File: src/rtl/canvas_downsampler.sv
// Box-averages each 16x16 block of a raster pixel stream into one byte of a GRIDxGRID image RAM.
// The RAM write lands two edges after the block's last pixel; there is no backpressure and a pixel is accepted every cycle.
module canvas_downsampler #(
  parameter int S_X    = 16,
  parameter int S_Y    = 16,
  parameter int GRID   = 28,
  parameter bit INVERT = 1'b0
) (
  input  logic        clk,
  input  logic        rst_n,
  input  logic        frame_start,
  input  logic        pix_valid,
  input  logic [11:0] pix_x,
  input  logic [11:0] pix_y,
  input  logic [7:0]  pix_data,
  output logic        ram_we,
  output logic [9:0]  ram_waddr,
  output logic [7:0]  ram_wdata,
  output logic        frame_done
);

  localparam int          CW        = $clog2(GRID);
  localparam logic [11:0] WIN       = 12'(GRID * 16);
  localparam logic [11:0] SX        = 12'(S_X);
  localparam logic [11:0] SY        = 12'(S_Y);
  localparam logic [9:0]  LAST_ADDR = 10'(GRID * GRID - 1);

  logic [11:0]   dx;
  logic [11:0]   dy;
  logic          in_win;

  logic          s1_vld_q,  s1_vld_d;
  logic [CW-1:0] s1_col_q,  s1_col_d;
  logic [CW-1:0] s1_row_q,  s1_row_d;
  logic [7:0]    s1_data_q, s1_data_d;
  logic          s1_last_q, s1_last_d;

  logic [15:0]   acc_q [GRID];
  logic [15:0]   acc_d [GRID];
  logic [15:0]   sum;

  logic          ram_we_q,     ram_we_d;
  logic [9:0]    ram_waddr_q,  ram_waddr_d;
  logic [7:0]    ram_wdata_q,  ram_wdata_d;
  logic          frame_done_q, frame_done_d;

  // Stage 1: window test and coordinate split
  always_comb begin
    dx = pix_x - SX;
    dy = pix_y - SY;
    // Coordinates left of / above the window wrap to huge offsets, so one compare per axis covers both edges.
    in_win    = (dx < WIN) && (dy < WIN);
    s1_vld_d  = pix_valid && in_win && !frame_start;
    s1_col_d  = dx[4 +: CW];
    s1_row_d  = dy[4 +: CW];
    s1_data_d = pix_data;
    s1_last_d = (dx[3:0] == 4'hf) && (dy[3:0] == 4'hf);
  end

  // Stage 2: accumulate per column, emit the cell on the block's last pixel
  always_comb begin
    acc_d        = acc_q;
    ram_we_d     = 1'b0;
    ram_waddr_d  = ram_waddr_q;
    ram_wdata_d  = ram_wdata_q;
    frame_done_d = ram_we_q && (ram_waddr_q == LAST_ADDR);
    sum          = acc_q[s1_col_q] + {8'h00, s1_data_q};
    if (frame_start) begin
      for (int i = 0; i < GRID; i++) begin
        acc_d[i] = '0;
      end
    end else if (s1_vld_q) begin
      if (s1_last_q) begin
        ram_we_d         = 1'b1;
        ram_waddr_d      = 10'(s1_row_q) * 10'(GRID) + 10'(s1_col_q);
        ram_wdata_d      = INVERT ? ~sum[15:8] : sum[15:8];
        acc_d[s1_col_q]  = '0;
      end else begin
        acc_d[s1_col_q]  = sum;
      end
    end
  end

  always_ff @(posedge clk or negedge rst_n) begin
    if (!rst_n) begin
      s1_vld_q     <= 1'b0;
      s1_col_q     <= '0;
      s1_row_q     <= '0;
      s1_data_q    <= '0;
      s1_last_q    <= 1'b0;
      for (int i = 0; i < GRID; i++) begin
        acc_q[i] <= '0;
      end
      ram_we_q     <= 1'b0;
      ram_waddr_q  <= '0;
      ram_wdata_q  <= '0;
      frame_done_q <= 1'b0;
    end else begin
      s1_vld_q     <= s1_vld_d;
      s1_col_q     <= s1_col_d;
      s1_row_q     <= s1_row_d;
      s1_data_q    <= s1_data_d;
      s1_last_q    <= s1_last_d;
      acc_q        <= acc_d;
      ram_we_q     <= ram_we_d;
      ram_waddr_q  <= ram_waddr_d;
      ram_wdata_q  <= ram_wdata_d;
      frame_done_q <= frame_done_d;
    end
  end

  assign ram_we     = ram_we_q;
  assign ram_waddr  = ram_waddr_q;
  assign ram_wdata  = ram_wdata_q;
  assign frame_done = frame_done_q;

endmodule

File: config.mk
export PLATFORM = sky130hd
export DESIGN_NAME = canvas_downsampler
export DESIGN_NICKNAME = d
export VERILOG_FILES = /design/src/rtl/canvas_downsampler.sv
export SDC_FILE = /design/constraint.sdc
export NUM_CORES = 2
export LEC_CHECK = 0
export ABC_AREA = 0
export BUFFER_PORTS_ARGS = -buffer_cell sky130_fd_sc_hd__buf_4
export CORE_MARGIN = 4
export CORE_UTILIZATION = 50
export CTS_BUF_LIST = sky130_fd_sc_hd__clkbuf_4
export CTS_CLUSTER_SIZE = 10
export DETAILED_ROUTE_END_ITERATION = 6
export HOLD_SLACK_MARGIN = 0.05
export PLACE_DENSITY = 0.66
export REMOVE_ABC_BUFFERS = 1
export SETUP_SLACK_MARGIN = 0.02
export SKIP_LAST_GASP = 1
export SYNTH_ARGS = -nofsm -noshare
export SYNTH_HDL_FRONTEND = slang
export SYNTH_SLANG_ARGS = --single-unit
File: constraint.sdc
create_clock -name clk -period 12.3 [get_ports clk]
set_clock_uncertainty 0.2 [all_clocks]
set_input_delay 1.845 -clock clk [delete_from_list [all_inputs] [get_ports clk]]
set_output_delay 1.845 -clock clk [all_outputs]
set_load 0.05 [all_outputs]
==> impl_metrics.env <==
export IMPL_hp_class="reg2reg"
export IMPL_holdBufCountCts=0
export IMPL_cp_slowest_cell="nor2_2"
export IMPL_ys_warn_count=0
export IMPL_wl_met1_mm=28.6
export IMPL_drt_wl_total_mm=66.6
export IMPL_area_growth_pct=11.9
export IMPL_highest_layer="met4"
export IMPL_route_met3_wl_mm=5.40
export IMPL_dr_pass1_iters=5
export IMPL_path_delay_family="compound AO/OA/AOI/OAI gates"
export IMPL_postCtsSetupBuffers=0
export IMPL_p_leak_nw=11.7
export IMPL_crit_type="reg2reg"
export IMPL_synth_top_cells_by_area="dfrtp_1 54%, a22o_1 16%, mux4_2 8.2%"
export IMPL_dp_slack_ns=6.08
export IMPL_cap_violations=0
export IMPL_required_ns=12.98
export IMPL_die_w_um=220
export IMPL_drtAntennaViolNets=0
export IMPL_outcome="finished, final reports clean"
export IMPL_synth_enable_flop_cells=0
export IMPL_start_util_pct=50.8
export IMPL_grt_setup_unrepaired="false"
export IMPL_grt_pass1_wl_mm=104
export IMPL_cts_htree_levels=4
export IMPL_syn_inst=1783
export IMPL_nFillCells=3678
export IMPL_fin_ws_ns=6.04
export IMPL_vdd_drop_max_mv=0.0819
export IMPL_worst_pin_slew_ns=1.30
export IMPL_max_stage_delay_ns=0.89
export IMPL_grtUsageTotal_pct=28.1
export IMPL_gp_congestion=0.898
export IMPL_powerDensity_nw_per_um2=135
export IMPL_cts_tree="yes"
export IMPL_syn_area_per_cell_um2=12.7
export IMPL_slew_violations=0
export IMPL_drt_iter0_drc=1590
export IMPL_yosys_register_bits=488
export IMPL_drc=0
export IMPL_synth_most_common_cell="dfrtp_1"
export IMPL_critPathArrivalTime_ns=6.94
export IMPL_grt_pass1_vias=17100
export IMPL_worstSetupStartpointType="register"
export IMPL_setup_tns_ns=0
export IMPL_avgViaCountPerCell=6.57
export IMPL_port_buffers=55
export IMPL_yosys_area_top_type="dfrtp_1"
export IMPL_seq_area_frac_synth_pct=54.1
export IMPL_die_h_um=220
export IMPL_rows=77
export IMPL_ys_async_sr_fraction_pct=100
export IMPL_synthTopCellsByCount="488 x dfrtp_1, 404 x a22o_1, 113 x clkbuf_1"
export IMPL_clock_latency_ns=0.99
export IMPL_grt_ovfl_total=0
export IMPL_synthFlopType="dfrtp_1"
export IMPL_period_share_pct=50.9
export IMPL_period_needed_ns=6.26
export IMPL_antenna_found_initial=2
export IMPL_dieArea_um2=48600
export IMPL_crit_path_frequent_cell="a21oi_1"
export IMPL_hpwl_mm=41.8
export IMPL_dr_total_vias=16700
export IMPL_setup_viol=0
export IMPL_layout_drive_gt1_share_pct=23.6
export IMPL_synth_area_um2=22600
export IMPL_hold_viol=0
export IMPL_clock_fmax_mhz=160
export IMPL_num_io_pins=56
export IMPL_synth_distinct_cells=62
export IMPL_path_cells="buf_4 > mux4_2 > mux2i_1 > nor2_1 > a21oi_1 > o221ai_1 > ha_1 > fa_1 > a21o_1 > a21oi_1 > o21bai_1 > a2111oi_0 > nor3_1 > xnor2_1 > nor2_2 > a22o_1"
export IMPL_crit_buf_inv=1
export IMPL_cts_root_buf="clkbuf_4"
export IMPL_routedWlPerCell_um=26.2
export IMPL_crit_fanout=35
export IMPL_cts_buffers=133
export IMPL_num_nets_final=1923
export IMPL_post_cts_resize_count=0
export IMPL_clk_pin_slew_ns=0.06
export IMPL_core_um2=44400
export IMPL_synth_top_area_share_pct=54.1
export IMPL_maxSlewHeadroom_pct=12.5
export IMPL_numClockSinks=488
export IMPL_grt_max_degree=159
export IMPL_clk_path_buf_depth=3
export IMPL_met2_length_mm=30.7
export IMPL_critPathCaptureType="register"
[worst min-delay path, delay by kind of cell, from the launching register on]
| kind | cells | cell delay [ns] |
|---|---|---|
| AND/OR/NAND/NOR | 2 | 0.10 |
| flip-flops | 1 | 0.34 |
[cell usage in the layout (no fill, tap or decap), types with 7 or more instances in the layout]
cell,count
dfrtp_1,485
a22o_1,404
clkbuf_4,189
buf_4,106
nand2_1,102
mux4_2,82
mux2i_1,70
nor2_1,51
o21ai_0,45
nor3_1,40
a21oi_1,39
a22oi_1,22
clkinv_1,21
nand3_1,20
a21oi_2,20
ha_1,20
inv_1,19
nor2b_1,18
mux2_2,18
xnor2_1,14
a221oi_1,11
a221o_1,9
xor2_1,8
and2_1,8
nand2b_1,7
o22ai_1,7
nor4_1,7
a21o_1,7
fa_1,7
[flip-flops by register name (all words and copies together) (netlist names)]
register,flops
acc_q,448
s1_vld_q,1
s1_last_q,1
s1_col_q,5
ram_we,1
ram_wdata,8
ram_waddr,10
frame_done,1
s1_row_q,5
s1_data_q,8
[per-stage QoR]
stage / power, mW / hold slack [ns] / utilization, % / cell area (µm²) / cells
2_1_floorplan: 1.83 / 0.234 / - / 21800 / 1617
3_3_place_gp: 1.96 / 0.257 / 53.1 / 23600 / 2317
3_5_place_dp: 1.96 / 0.257 / 53.1 / 23600 / 2317
4_1_cts: 3.43 / 0.272 / 56.8 / 25200 / 2540
5_1_grt: 3.55 / 0.305 / 56.9 / 25300 / 2543
6_report: 3.41 / 0.274 / 56.9 / 25300 / 2543
[final cells by class]
cell class,count,area [µm²],share of cell area (%)
inverters,21,78.8,0.312
clock buffers,189,1420,5.62
multi-input cells,1108,9710,38.5
well taps,592,741,2.93
repair buffers,108,831,3.29
flip-flops and latches,488,12200,48.4
diodes,3,7.51,0.0297
clock inverters,34,241,0.956
[logic make-up (layout without fill, tap and decap cells)]
group | after synthesis | count (layout) | synth area share (%)
AOI/OAI and AO/OA | 593 | 593 | 21.0
xor gates and xnor gates | 29 | 29 | 1.13
adders and majority gates | 27 | 27 | 1.73
buffers and inverters | 187 | 352 | 3.63
DFF | 488 | 488 | 54.1
muxes | 170 | 170 | 12.2
other | 0 | 3 | 0
and+or+nand+nor | 289 | 289 | 6.20
[routing by layer]
metal | GRT usage, % | vias up
met5 | 0 | -
met2 | 42.1 | 754
met3 | 7.80 | 139
met1 | 40.0 | 8729
li1 | - | 7083
met4 | 9.88 | 0
[where the power goes]
part | switching [mW] | internal (mW)
registers | 0.0158 | 1.61
logic | 0.217 | 0.0897
clock network | 0.689 | 0.787
[path summary, 6_finish.rpt]
kind                                   from          to  slack (ns)  cells past startpoint
worst max-delay path            s1_col_q[0]  acc_q[248]        6.04                     16
worst min-delay path             acc_q[354]  acc_q[354]        0.27                      2
worst max register to register  s1_col_q[0]  acc_q[248]        6.04                     16
worst min register to register   acc_q[354]  acc_q[354]        0.27                      2
max in group asynchronous             rst_n  acc_q[443]        8.66                      3
min in group asynchronous             rst_n   acc_q[96]        0.76                      1
Note: power is estimated with default switching activity, not from simulation.
